## src/rtl/fifo_sched_pkg.sv

```systemverilog
// Shared types, defaults and the round-robin search used by the FIFO write scheduler.
package fifo_sched_pkg;

    localparam int unsigned N_DEF     = 32;
    localparam int unsigned R_DEF     = 4;
    localparam int unsigned M_DEF     = 16;
    localparam int unsigned BURST_DEF = 4;

    // Widest requester vector the search function supports.
    localparam int unsigned R_MAX  = 32;
    localparam int unsigned RIDX_W = $clog2(R_MAX);

    typedef enum logic {
        IDLE,
        BURST
    } state_t;

    // First requester at or after last+1 (mod nreq); returns 0 when none request.
    function automatic logic [RIDX_W-1:0] next_owner(
        input logic [R_MAX-1:0]  req,
        input logic [RIDX_W-1:0] last,
        input int unsigned       nreq
    );
        logic [RIDX_W-1:0] pick;
        logic [RIDX_W-1:0] idx;
        logic              found;
        pick  = '0;
        found = 1'b0;
        for (int unsigned off = 1; off <= R_MAX; off++) begin
            idx = RIDX_W'((32'(last) + off) % nreq);
            if (off <= nreq && !found && req[idx]) begin
                pick  = idx;
                found = 1'b1;
            end
        end
        return pick;
    endfunction

endpackage

```

## src/rtl/fifo_rr_scheduler_rr_pick.sv

```systemverilog
// Combinational round-robin picker: one-hot and index of the next requester after last_i.
module rr_pick_n
    import fifo_sched_pkg::*;
#(
    parameter  int unsigned r  = R_DEF,
    localparam int unsigned IW = $clog2(r)
) (
    input  logic [r-1:0]  req_i,
    input  logic [IW-1:0] last_i,
    output logic [r-1:0]  onehot_o,
    output logic [IW-1:0] idx_o,
    output logic          vld_o
);

    logic [R_MAX-1:0]  req_pad;
    logic [RIDX_W-1:0] last_pad;
    logic [RIDX_W-1:0] pick;

    always_comb begin
        req_pad          = '0;
        req_pad[r-1:0]   = req_i;
        last_pad         = RIDX_W'(last_i);
        pick             = next_owner(req_pad, last_pad, r);
        idx_o            = IW'(pick);
        vld_o            = |req_i;
        onehot_o         = '0;
        if (vld_o) begin
            onehot_o[idx_o] = 1'b1;
        end
    end

endmodule

```

## src/rtl/fifo_rr_scheduler.sv

```systemverilog
// Round-robin burst scheduler sharing one FIFO write port among r requesters,
// with occupancy tracking and registered full/empty flags.
module fifo_rr_scheduler
    import fifo_sched_pkg::*;
#(
    parameter  int unsigned n     = N_DEF,
    parameter  int unsigned r     = R_DEF,
    parameter  int unsigned m     = M_DEF,
    parameter  int unsigned burst = BURST_DEF,
    localparam int unsigned CW    = $clog2(m + 1),
    localparam int unsigned IW    = $clog2(r),
    localparam int unsigned BW    = $clog2(burst + 1)
) (
    input  logic          clk_i,
    input  logic          rst_i,
    input  logic [r-1:0]  req_i,
    input  logic [n-1:0]  data_i [0:r-1],
    output logic [r-1:0]  ack_o,
    output logic [r-1:0]  gnt_o,
    output logic          wr_o,
    output logic [n-1:0]  wr_data_o,
    input  logic          rd_i,
    output logic [CW-1:0] cnt_o,
    output logic          fl_full,
    output logic          fl_empty
);

    state_t        state_q, state_d;
    logic [r-1:0]  gnt_q, gnt_d;
    logic [IW-1:0] owner_q, owner_d;
    logic [IW-1:0] last_q, last_d;
    logic [BW-1:0] beat_q, beat_d;
    logic          wr_q, wr_d;
    logic [n-1:0]  wr_data_q, wr_data_d;
    logic [CW-1:0] cnt_q, cnt_d;
    logic          full_q, full_d;
    logic          empty_q, empty_d;

    logic [r-1:0]  pick_onehot;
    logic [IW-1:0] pick_idx;
    logic          pick_vld;
    logic          wr_acc;
    logic          rd_acc;

    rr_pick_n #(
        .r(r)
    ) u_pick (
        .req_i    (req_i),
        .last_i   (last_q),
        .onehot_o (pick_onehot),
        .idx_o    (pick_idx),
        .vld_o    (pick_vld)
    );

    // Accept depends only on registered state so a full FIFO can never be overrun.
    assign ack_o = gnt_q & {r{~full_q}};

    always_comb begin
        state_d   = state_q;
        gnt_d     = gnt_q;
        owner_d   = owner_q;
        last_d    = last_q;
        beat_d    = beat_q;
        wr_data_d = wr_data_q;

        wr_acc = (state_q == BURST) && req_i[owner_q] && !full_q;
        rd_acc = rd_i && !empty_q;

        unique case (state_q)
            IDLE: begin
                if (pick_vld && !full_q) begin
                    state_d = BURST;
                    gnt_d   = pick_onehot;
                    owner_d = pick_idx;
                    beat_d  = '0;
                end
            end
            BURST: begin
                if (!req_i[owner_q]) begin
                    state_d = IDLE;
                    gnt_d   = '0;
                    last_d  = owner_q;
                    beat_d  = '0;
                end else if (wr_acc) begin
                    if (beat_q == BW'(burst - 1)) begin
                        state_d = IDLE;
                        gnt_d   = '0;
                        last_d  = owner_q;
                        beat_d  = '0;
                    end else begin
                        beat_d = beat_q + BW'(1);
                    end
                end
            end
            default: begin
                state_d = IDLE;
                gnt_d   = '0;
            end
        endcase

        wr_d = wr_acc;
        if (wr_acc) begin
            wr_data_d = data_i[owner_q];
        end

        unique case ({wr_acc, rd_acc})
            2'b10:   cnt_d = cnt_q + CW'(1);
            2'b01:   cnt_d = cnt_q - CW'(1);
            default: cnt_d = cnt_q;
        endcase
        full_d  = (cnt_d == CW'(m));
        empty_d = (cnt_d == '0);
    end

    always_ff @(posedge clk_i) begin
        if (rst_i) begin
            state_q   <= IDLE;
            gnt_q     <= '0;
            owner_q   <= '0;
            last_q    <= IW'(r - 1);
            beat_q    <= '0;
            wr_q      <= 1'b0;
            wr_data_q <= '0;
            cnt_q     <= '0;
            full_q    <= 1'b0;
            empty_q   <= 1'b1;
        end else begin
            state_q   <= state_d;
            gnt_q     <= gnt_d;
            owner_q   <= owner_d;
            last_q    <= last_d;
            beat_q    <= beat_d;
            wr_q      <= wr_d;
            wr_data_q <= wr_data_d;
            cnt_q     <= cnt_d;
            full_q    <= full_d;
            empty_q   <= empty_d;
        end
    end

    assign gnt_o     = gnt_q;
    assign wr_o      = wr_q;
    assign wr_data_o = wr_data_q;
    assign cnt_o     = cnt_q;
    assign fl_full   = full_q;
    assign fl_empty  = empty_q;

endmodule

```

## config.mk

```make
export PLATFORM = sky130hd
export DESIGN_NAME = fifo_rr_scheduler
export DESIGN_NICKNAME = d
export VERILOG_FILES = /design/src/rtl/fifo_sched_pkg.sv /design/src/rtl/fifo_rr_scheduler_rr_pick.sv /design/src/rtl/fifo_rr_scheduler.sv
export SDC_FILE = /design/constraint.sdc
export NUM_CORES = 1
export LEC_CHECK = 0
export CAP_MARGIN = 20
export CORE_MARGIN = 1.5
export CORE_UTILIZATION = 39
export CTS_CLUSTER_SIZE = 30
export DETAILED_ROUTE_END_ITERATION = 6
export PLACE_DENSITY = 0.82
export SYNTH_ARGS = -nofsm -noshare
export SYNTH_HDL_FRONTEND = slang
export SYNTH_HIERARCHICAL = 1
export SYNTH_SLANG_ARGS = --single-unit
```

## constraint.sdc

```tcl
create_clock -name clk_i -period 4 [get_ports clk_i]
set_input_delay 0.4 -clock clk_i [delete_from_list [all_inputs] [get_ports clk_i]]
set_output_delay 0.4 -clock clk_i [all_outputs]
set_load 0.01 [all_outputs]
```

Word level (Yosys, flattened, before mapping)
Index checks and enable logic that the tools add are counted.
{ "totals": {"register_bits": 52, "latchBits": 0, "ramBits": 0, "mem_bits_ro": 0, "inputBits": 135, "out_inout_bits": 48, "wordCells": 99, "memories": 0} }
{ "op_classes": {"addsub": 7, "n_mul": 0, "n_div": 0, "order_cmp": 8, "n_eq_ne": 9, "n_shift": 0, "muxes": 42, "bitwise": 4, "n_reduce_logical": 19} }
{ "op_table": {"columns": ["operator", "n"], "rows": [
  ["$bmux 32 s2", 1],
  ["$mux 32", 2],
  ["$lt 2x6->1 const B", 4],
  ["$mux 4", 5],
  ["$mux 2", 7],
  ["$mux 1", 13],
  ["$mux 3", 4],
  ["$bmux 1 s2", 5],
  ["$pmux 5 s2", 1],
  ["$logic_and 1x1->1", 8],
  ["$pmux 4 s2", 1],
  ["$lt 2x3->1 const B", 2],
  ["$pmux 3 s2", 1],
  ["$reduce_and 3->1", 2],
  ["$add 5x1->5 const B", 1],
  ["$eq 5x5->1 const B", 1],
  ["$logic_not 1->1", 5],
  ["$logic_not 5->1", 1],
  ["$sub 5x1->5 const B", 1],
  ["$add 2x1->2 const B", 2],
  ["$add 2x2->2 const B", 2],
  ["$and 4x4->4", 1],
  ["$ne 2x2->1 const B", 2],
  ["$reduce_and 2->1", 2],
  ["14 further kinds", 15]
]} }

Longest topological paths before layout
Gate-level depths: netlist (run 1).
{ "depth": {"depth_word": 20, "depth_mapped": 14, "depth_no_buf": 10} }

By module
Netlist (run 1), hierarchy kept.
{ "by_module_without_submodules": {"columns": ["mod", "instances", "cells_per_inst", "area_each_um2", "seq_area_each_um2"], "rows": [
  ["fifo_rr_scheduler", 1, 298, 2951.6, 1041.0],
  ["rr_pick_n", 1, 30, 200.2, 0.0]
]} }

Least setup slack after synthesis (run 1)
Ideal clock, no wire load.
{ "synth_path": {"kind": "flip-flop to flip-flop", "from": "reg owner_q[0]", "to": "reg full_q (netlist: fl_full)", "setup_ps": 103, "arrival_time_ps": 3269, "required_time_ps": 3897, "slack_ps": 627, "path_stages_with_launch": 15, "n_path_buf": 4, "synth_period_minus_slack_ps": 3373, "path_cell_list": "dfxtp_1 buf_2 mux4_2 and3b_1 buf_2 inv_2 buf_4 ha_1 buf_2 xor2_1 ha_1 o21ai_0 a21oi_1 or4_4 a2111oi_2"} }
{ "synth_between": {"elab_chain_cells": 7, "word_cells_on_any_way": 8, "classes_between": "eq/ne: 3; mux: 3; reduce/logical: 2"} }
{ "synth_lines": {"columns": ["item", "line_no", "rtl"], "rows": [
  ["from (decl)", "fifo_rr_scheduler.sv:30", "logic [IW-1:0] owner_q, owner_d;"],
  ["from (signal assigned)", "fifo_rr_scheduler.sv:130", "owner_q <= owner_d;"],
  ["$bmux 1 s2 (*)", "fifo_rr_scheduler.sv:66", "wr_acc = (state_q == BURST) && req_i[owner_q] && !full_q;"],
  ["$mux 1 (not written as such) (*)", "fifo_rr_scheduler.sv:66", null],
  ["$logic_and 1x1->1 (*) (2 in series)", "fifo_rr_scheduler.sv:66", null],
  ["$eq 2x1->1 / $eq 2x2->1 (equally long branches)", "fifo_rr_scheduler.sv:106", "unique case ({wr_acc, rd_acc})"],
  ["$pmux 5 s2 (*)", "fifo_rr_scheduler.sv:106", null],
  ["$eq 5x5->1 (*)", "fifo_rr_scheduler.sv:111", "full_d = (cnt_d == CW'(m));"],
  ["to (signal assigned)", "fifo_rr_scheduler.sv:136", "full_q <= full_d;"],
  ["to (decl)", "fifo_rr_scheduler.sv:36", "logic full_q, full_d;"]
]} }
Mark *: on every way between the ends. The rest lies on a longest branch, timed or not. The select of a mux whose other input is x is not followed.
A chain may end at the register's enable or synchronous reset.

Final worst setup path (run 1)
{ "layout_path": {"from": "in req_i[0]", "to": "reg full_q (netlist: fl_full)"} }
{ "layout_between": {"elab_chain_cells": 7, "word_cells_on_any_way": 8, "classes_between": "eq/ne: 3; mux: 3; reduce/logical: 2"} }
{ "layout_lines": {"columns": ["item", "line_no", "rtl"], "rows": [
  ["from (decl)", "fifo_rr_scheduler.sv:16", "input logic [r-1:0] req_i,"],
  ["$bmux 1 s2 (*)", "fifo_rr_scheduler.sv:66", null],
  ["$mux 1 (not written as such) (*)", "fifo_rr_scheduler.sv:66", null],
  ["$logic_and 1x1->1 (*) (2 in series)", "fifo_rr_scheduler.sv:66", null],
  ["$eq 2x1->1 / $eq 2x2->1 (equally long branches)", "fifo_rr_scheduler.sv:106", null],
  ["$pmux 5 s2 (*)", "fifo_rr_scheduler.sv:106", null],
  ["$eq 5x5->1 (*)", "fifo_rr_scheduler.sv:111", null]
]} }
Marks and branches as above.

==> results.md, run 1 <==
* Pint at roughly 1.1 mW
* Initial Utilization at 0.406
* Tmin final at 3520 ps
* Tcrit/Tclk final at 0.880
* Max-Cap Viols at 0
* DR vias at 3,170
* Outcome: finished, final reports clean
* Clock power share at 0.194
* Register area share after synthesis at 0.330
* DRC at 0
* Crit path required time at 4190 ps
* Via/cell ratio at roughly 5.3
* RSZ-0062 raised after global routing: no
* CP dominant cell by count: ha_1
* Relative slew slack at 0.398
* Worst path slowest cell: mux4_2
* Drt total wl at approximately 9500 um
* Post-CTS Hold Buffers at 0
* Cell taking the most area after synthesis: dfxtp_1
* Critical path buffers and inverters at 2
* Lkg Pwr at 1.77 nW
* WL per Instance at 15.9 um
* Fill count at 637
* Post_cts resized at 0
* Io pins at roughly 180
* Final Hold Fails at 0
* Power share of the combinational group at 0.411
* Syn nets at 467
* Worst-path clk slew at 90 ps
* Core box area at 7770 um^2
* Synth Flop Type: dfxtp_1
* Peak fanout along the critical path at 12
* Placed insts at between 500 and 600
* Crit path max-delay family: simple AND/OR/NAND/NOR gates
* Non-filler cells, final at 600
* Worst vdd ir at 0.140 mV
* Worst-Skew Late Latency at 300 ps
* Max Freq at between 200 and 300 MHz
* Asr flop ratio synth at 0
* Vias in the first global route at 3,097
* Placed Area at 5010 um^2
* Post-synth top area share at 0.330
* CTS H-tree depth at 2
* Setup repair bufs after CTS at 0
* Initial antenna violation count at 0
* Setup TNS at 0 ps
* ANT cells at 0
* Global-route wire length before repair at approximately 15,000 um
* Clock Sinks at 52
* Design Area, Final at 5100 um^2
* CP Class: in -> reg
* Final net count at between 600 and 700
* Cell Rows at 32
* Critical path, cell by cell: clkdlybuf4s50_1 > mux4_2 > and3b_1 > inv_2 > ha_1 > xor2_1 > ha_1 > o21ai_0 > a21oi_1 > or4_4 > a2111oi_2
* Post-synth EDFFs at 0
* CTS max path bufs at 2
* Placer Congestion at around 0.90
* DP HPWL at 7250 um
* Synth area leaders: dfxtp_1 33%, mux4_2 24%, nand2_1 8.3%
* Measured slew at the worst slew-check pin at 902 ps
* Die Span X at 92.9 um
* Area growth, synth to finish at 62.0%
* Synth cell types at 54
* Post-synthesis cell count at between 300 and 400
* Layout Utilization at 0.657
* Drt first pass iters at 4
* Net Switching at slightly below 500 uW
* Critical Path Source Type: input port
* Tot Pwr at 1.58 mW
* Sw frac at 0.306
* DIE AREA at 8630 um^2
* CTS Buf Count at 5
* Clock skew at around 5.4 ps
* Crit-path max cell delay at 570 ps
* Worst Setup End Kind: register
* Die Y at roughly 93 um
* Largest net degree at the start of global routing at 48
* Share of power burned in registers at 0.395
* Layout cells sized above 1 at 0.129
* Pwr/cell area at 309 nW/um^2
* Fin. max-slew vios at 0
* Number of port buffers at 182
* Iteration-0 DRC Markers at 114
* Post-Syn Area at about 3200 um^2
* Global Route Usage Sum at 0.217
* Worst hold path class: reg -> reg
* Final setup viols at 0
* Synth warn at 6
* GRT Residual Overflow at 0
* Syn Area/Cell at 9.61 um^2
* Critical path data arrival time at 3710 ps
* Antenna Nets Post-Route at 0
* CTS tree: done
* Flop and latch count out of synthesis at 52
* Root buf cell: clkbuf_8
==> sequential cells by signal, summed over array words and instances (netlist names) <==
signal,cells
fl_empty,1
wr_o,1
gnt_o,4
last_q,2
beat_q,3
wr_data_o,32
owner_q,2
state_q,1
fl_full,1
cnt_o,5
==> cell usage in the layout, fill, tap and decap left out, types with 3 or more instances in the layout <==
master,netlist,routed
and2_1,3,3
nand2b_1,5,5
nor2b_1,5,5
nand4b_1,4,4
mux4_2,33,33
dfxtp_1,52,50
inv_1,5,5
o41ai_1,6,6
nand2_1,70,70
o21ai_0,5,5
ha_1,4,4
a21oi_1,43,43
mux2i_1,5,5
nor2_1,16,16
buf_4,1,7
clkdlybuf4s50_1,0,181
clkbuf_8,0,6
==> final cells by class <==
class / count / area, um^2 / share of cell area
multi-input cells: 242 / 1950 / 0.382
repair buffers: 189 / 1870 / 0.366
flip-flops and latches: 52 / 1040 / 0.204
well taps: 102 / 128 / 0.0250
clock buffers: 8 / 90.1 / 0.0176
inverters: 7 / 26.3 / 0.00515
==> power groups by stage <==
stage               Clock (mW)  Combinational (mW)  Sequential (mW)
floorplan                    0               0.356            0.637
global placement             0               0.633            0.633
detailed placement           0               0.654            0.636
CTS                      0.315               0.655            0.624
global route             0.340               0.704            0.633
finish                   0.306               0.649            0.624
==> worst reg2reg max path: stages (launching register included) <==
cell and delay, ps:
dfxtp_2 350, mux4_2 560, and3b_1 220, inv_2 80, ha_1 390, xor2_1 130
ha_1 220, o21ai_0 160, a21oi_1 110, or4_4 510, a2111oi_2 380
==> metal layers <==
layer / global-route usage / wire (um) / up-vias
li1: - / - / 1535
met1: 0.273 / 3940 / 1514
met2: 0.386 / 4920 / 119
met3: 0.0419 / 607 / 2
met4: 0.0442 / 40 / 0
met5: 0 / 0 / -
==> synth_stat cells, types with 2 or more instances <==
master,number
and2_1,3
nand2_1,70
mux2i_1,5
or3b_2,2
inv_1,5
nor3b_1,2
nand4b_1,4
mux2_2,2
nand3b_1,2
buf_2,7
buf_6,3
clkbuf_1,15
ha_1,4
nor4_1,2
nand2b_1,5
o21ai_0,5
xor2_1,2
dfxtp_1,52
and2b_1,2
xnor2_1,2
a2bb2oi_1,2
mux4_2,33
a21oi_1,43
o41ai_1,6
nor2b_1,5
nor2_1,16
and3_1,2
==> final timing paths <==
| kind | from | endpoint | slack [ps] | cells after the start |
|---|---|---|---|---|
| worst max register to register | owner_q[0] | fl_full | 800 | 10 |
| worst min register to register | wr_data_o[7] | wr_data_o[7] | 460 | 2 |
| worst min-delay path | wr_data_o[7] | wr_data_o[7] | 460 | 2 |
| worst max-delay path | req_i[0] | fl_full | 480 | 11 |
==> through the flow <==
| stage | setup WS [ps] | hold slack (ps) |
|---|---|---|
| 3_5_place_dp | 204 | 446 |
| 6_report | 482 | 457 |
| 5_1_grt | 354 | 473 |
| 3_3_place_gp | 332 | 441 |
| 4_1_cts | 531 | 458 |
| 2_1_floorplan | 627 | 444 |
==> logic make-up (layout without fill, tap and decap cells) <==
family,count (synthesis),in the layout,share of synthesized area
AO/OA/AOI/OAI,72,72,0.143
adder cells (fa/ha/maj),4,4,0.0159
flip-flops,52,52,0.330
buffers and inverters,34,204,0.0516
AND/OR/NAND/NOR,121,121,0.185
XOR/XNOR,4,4,0.0111
multiplexers,41,41,0.264
No activity file was read; power rests on OpenSTA's default activity.
==> run 2: changes to the inputs <==
--- a/config.mk
+++ b/config.mk
@@ -5,12 +5,12 @@
 export SDC_FILE = /design/constraint.sdc
 export NUM_CORES = 1
 export LEC_CHECK = 0
-export CAP_MARGIN = 20
 export CORE_MARGIN = 1.5
 export CORE_UTILIZATION = 39
 export CTS_CLUSTER_SIZE = 30
 export DETAILED_ROUTE_END_ITERATION = 6
 export PLACE_DENSITY = 0.82
+export SLEW_MARGIN = 30
 export SYNTH_ARGS = -nofsm -noshare
 export SYNTH_HDL_FRONTEND = slang
 export SYNTH_HIERARCHICAL = 1
==> results of run 2 <==
No change in the layout: final DEF, timing and power equal those of run 1.
==> edit 1, RTL diff (flow settings as in run 2) <==
`N_DEF`: 32 -> 16.
--- a/src/rtl/fifo_sched_pkg.sv
+++ b/src/rtl/fifo_sched_pkg.sv
@@ -3,3 +3,3 @@
 
-    localparam int unsigned N_DEF     = 32;
+    localparam int unsigned N_DEF     = 16;
     localparam int unsigned R_DEF     = 4;
Interface: changed (resized data_i and wr_data_o); port bits go from 183 to 103. The function was not compared with the original's and may differ.
==> edit 1 against run 2 <==
Routed wire length down 39%. Count of clock-buffer cells in the layout is 1 lower. Global-route usage shrank 2.4 points. Synthesized area decreased by 29%. Combinational power decreased by 29%. Total power decreased by 21%. Cell area shrank 33%. Sequential cell count decreased by 16. Setup slack improved by 270 ps. Fmax grew 8.3%. Largest power group unchanged.
==> edit 1: results (changes against run 2) <==
| Metric | Value |
|---|---|
| Total number of vias | `2158 (-32%)` |
| Post-Syn Nets | `313 (-33%)` |
| Outcome | `finished clean` |
| Final GP Congestion | `0.8056 (-10%)` |
| Worst Skew | `8.022 ps (+2.578 ps)` |
| Largest net degree at the start of global routing | `32 (-33%)` |
| Crit path max-delay cell type | `mux4_2` |
| Flops & latches, synth | `36 (-31%)` |
| Nets | `412 (-35%)` |
| Pre-CTS WS | `485.8 ps (+282.0 ps)` |
| First-pass GRT wire length | `9370 um (-37%)` |
| Pleak | `1.215 nW (-31%)` |
| Syn Area/Cell | `9.379 um2 (-2.4%)` |
| DRT iter0 DRCs | `58 (-49%)` |
| Synth top area cells | `dfxtp_1 32%, mux4_2 17%, nand2_1 6.4%` |
| Max Fanout on Critical Path | `9 (-3)` |
| Least-Margin Pin Slew | `645.7 ps (-256.6 ps)` |
| Placed Cells | `402 (-32%)` |
| Port Buf Inserts | `102 (-44%)` |
| Number of global-route vias before repair | `2101 (-32%)` |
| DP HPWL | `4425 um (-39%)` |
| Wire per inst | `14.12 um (-11%)` |
| Post-synth top cells | `38 x nand2_1, 36 x dfxtp_1, 27 x a21oi_1` |
| Share of cells above drive strength 1 | `13.91% (+1.1 points)` |
| Seq/Total Area, Yosys | `32.29% (-0.74 points)` |
| WP data arrival | `3440 ps (-270 ps)` |
| # diodes | `0 (unchanged)` |
| Largest register FFs | `16 (-50%)` |
| Maximum VDD drop | `0.1902 mV (+36%)` |
| GRT Total Usage | `19.31% (-2.4 points)` |
| Post-CTS Setup Repair Bufs | `0 (unchanged)` |
| Total wire length | `5789 um (-39%)` |
| Reg clk slew, reported paths | `70 ps (-20 ps)` |
[edit 1: cell types whose count changed in the layout (fill, tap and decap cells not counted), sizes merged, moves of 16 or more]
cell,change
a21oi,-16
clkdlybuf4s50,-79
dfxtp,-16
mux4,-16
nand2,-32
[edit 1: area by class of cell]
class | instances | area [um2]
multi-input cells | 178 | 1388
well taps | 72 | 90.09
repair buffers | 109 | 1074
fillers | 466 | 2082
flip-flops and latches | 36 | 720.7
clock inverters | 1 | 30.03
clock buffers | 7 | 96.34
inverters | 7 | 26.28
[edit 1: metal layers]
layer / global-route usage, % / share of wire, % / vias up / wire length (um)
li1: - / - / 1066 / -
met1: 21.44 / 39 / 990 / 2253
met3: 6.744 / 8.4 / 11 / 488
met2: 34.31 / 51 / 91 / 2929
met5: 0 / 0 / - / 0
met4: 6.071 / 2.0 / 0 / 117
[edit 1: report_power, final]
group / leakage (nW) / internal [mW] / switching [mW]
registers: 0.294 / 0.398 / 0.0460
clock network: 0.0645 / 0.220 / 0.129
logic: 0.857 / 0.267 / 0.196
[edit 1: logic make-up after synthesis]
| kind of cell | count (synthesis) | synth area share (%) |
|---|---|---|
| compound gates | 56 | 16.59 |
| mux | 25 | 21.08 |
| flops | 36 | 32.29 |
| simple gates | 89 | 20.68 |
| fa+ha+maj | 4 | 2.242 |
| buf+inv | 24 | 5.548 |
| xor+xnor | 4 | 1.570 |
[edit 1: path summary, 6_finish.rpt]
kind	cells after the start	to	start	slack, ps
setup reg to reg	10	fl_full$_SDFF_PP0_	owner_q[0]$_SDFFE_PP0P_	1070
hold reg to reg	2	wr_data_o[7]$_SDFFE_PP0P_	wr_data_o[7]$_SDFFE_PP0P_	450
hold / removal	2	wr_data_o[7]$_SDFFE_PP0P_	wr_data_o[7]$_SDFFE_PP0P_	450
setup / recovery	11	fl_full$_SDFF_PP0_	req_i[3]	750
[edit 1: per-stage QoR]
stage,util [%],total power [mW],hold slack (ps),instance area (um2)
floorplan,-,0.7212,444.3,2232
global placement,59.90,0.9025,441.9,3298
detailed placement,59.90,0.9154,447.8,3298
CTS,62.19,1.265,455.7,3425
global route,62.19,1.332,479.4,3425
finish,62.19,1.256,454.2,3425
[edit 1: worst min-delay path, cell delays in order (launching register included)]
cell and delay (ps):
dfxtp_1 310, nand2_1 50, a21oi_1 50
==> edit 2, RTL diff (config.mk and constraints of run 2) <==
Made on the original files. Reset style: asynchronous (`rst_i`), changed in one clocked block.
--- a/src/rtl/fifo_rr_scheduler.sv
+++ b/src/rtl/fifo_rr_scheduler.sv
@@ -114,3 +114,3 @@
 
-    always_ff @(posedge clk_i) begin
+    always_ff @(posedge clk_i or posedge rst_i) begin
         if (rst_i) begin
Function: differs if rst_i is asserted again (counterexample within 4 cycles, from zero or initial values and one cycle with rst_i high); with rst_i held inactive, the same outputs for 4 cycles.
==> edit 2 against run 2 <==
Synthesized area up 9.1%. Routed wire length up 0.70%. Clock skew up 0.52 ps. Sequential cell count unchanged. Setup slack better by 260 ps. Cell area up 5.3%. Highest routed layer unchanged.
Power is not compared: it rests on default switching activity, and its combinational part moved more than twofold at a synthesized area within 25%.
==> edit 2: results (changes against run 2) <==
| Metric | Value |
|---|---|
| Outcome | `finished clean` |
| Num sequential | `52 (unchanged)` |
| Final GP Congestion | `0.8035 (-10%)` |
| Met1 Use GR | `24.14% (-3.1 points)` |
| FF/Latch Area | `1306 um2 (+25%)` |
| First-pass GRT wire length | `15530 um (+4.5%)` |
| Async S/R FF share, synth | `100.0% (+100 points)` |
| R2r startpoint | `owner_q[0]$_DFFE_PP0P_` |
| CP delay by family, top | `multiplexers` |
| Synth Area in Compound Gates | `8.154% (-6.1 points)` |
| Worst R2R Setup Slack | `1010 ps (+210 ps)` |
| Worst Skew | `5.965 ps (+0.5199 ps)` |
| Reg clk slew, reported paths | `100 ps` |
| GRT Total Usage | `20.77% (-0.96 points)` |
| Bufs w/o clock | `186 (-1.6%)` |
| Multi-input combinational area share | `36.40% (-1.8 points)` |
| Share of cells above drive strength 1 | `23.04% (+10 points)` |
| Post-Synth Adder-Cell Area | `1.456% (-0.13 points)` |
| Mux share of post-synthesis cell area | `37.24% (+11 points)` |
| Least-Margin Pin Slew | `741.6 ps (-160.6 ps)` |
| NonClk Buf Share | `34.44% (-2.2 points)` |
| Metal2 WL | `5151 um (+4.8%)` |
| Final non-filler cell total | `529 (-12%)` |
| DP HPWL | `7298 um (+0.68%)` |
| Cell Area, Placed | `5265 um2 (+5.0%)` |
| Netlist cell types | `51 (-5.6%)` |
| Nets | `559 (-12%)` |
| Drt first pass iters | `4 (unchanged)` |
| Top cell type by total area after synthesis | `dfrtp_1` |
| WP data arrival | `3470 ps (-240 ps)` |
| Seq/Total Area, Yosys | `37.97% (+4.9 points)` |
| Post-Syn Nets | `384 (-18%)` |
| Number of global-route vias before repair | `3046 (-1.6%)` |
| Xor and xnor area share after synthesis | `0.7645% (-0.35 points)` |
| Total wire length | `9577 um (+0.70%)` |
| Register-to-Register Path Depth | `9 (-1)` |
| Kind of critical path | `in2reg` |
| Synth top area cells | `dfrtp_1 36%, mux4_2 22%, mux2_4 14%` |
| Syn Inst Count | `245 (-25%)` |
| Met2 Usage GRT | `38.35% (-0.21 points)` |
| M1 WL | `3821 um (-3.1%)` |
| Post_cts resized | `0 (unchanged)` |
| Total number of vias | `2772 (-13%)` |
| Signal inverters | `4 (-3)` |
| Metal3 WL | `465 um (-23%)` |
| Post-synth top cells | `49 x dfrtp_1, 33 x mux4_2, 32 x mux2_4` |
| Multi-input gates | `171 (-29%)` |
| DRT iter0 DRCs | `72 (-37%)` |
| Worst reg2reg endpoint | `fl_empty$_DFF_PP1_` |
| Placed Cells | `521 (-12%)` |
| Post-route cell area | `5376 um2 (+5.3%)` |
| Slowest stage delay, CP | `600 ps (+30 ps)` |
| Max Fanout on Critical Path | `11 (-1)` |
| Pre-CTS WS | `407.5 ps (+203.6 ps)` |
| Largest net degree at the start of global routing | `35 (-27%)` |
| Clock buf/inv share | `2.071% (+0.31 points)` |
| Max Freq | `306.8 MHz (+7.9%)` |
| Maximum VDD drop | `0.4490 mV` |
| Filler cells | `702 (+10%)` |
## edit 2: how the worst min path moves through the flow
stage                              start                   endpoint  slack (ps)  depth (start not counted)
5_1_grt        wr_data_o[15]$_DFFE_PP0P_  wr_data_o[15]$_DFFE_PP0P_         530                          1
3_5_place_dp       beat_q[1]$_DFFE_PP0P_      beat_q[1]$_DFFE_PP0P_         490                          1
3_3_place_gp       beat_q[1]$_DFFE_PP0P_      beat_q[1]$_DFFE_PP0P_         490                          1
2_1_floorplan      beat_q[1]$_DFFE_PP0P_      beat_q[1]$_DFFE_PP0P_         470                          1
6_report       wr_data_o[14]$_DFFE_PP0P_  wr_data_o[14]$_DFFE_PP0P_         520                          1
4_1_cts        wr_data_o[14]$_DFFE_PP0P_  wr_data_o[14]$_DFFE_PP0P_         520                          1
## edit 2: where the power goes
part | switching [mW] | leakage, nW | internal, mW
registers | 0.220 | 0.621 | 0.810
logic | 0.990 | 1.51 | 1.52
clock network | 0.183 | 0.0541 | 0.186
total | 1.39 | 2.19 | 2.52
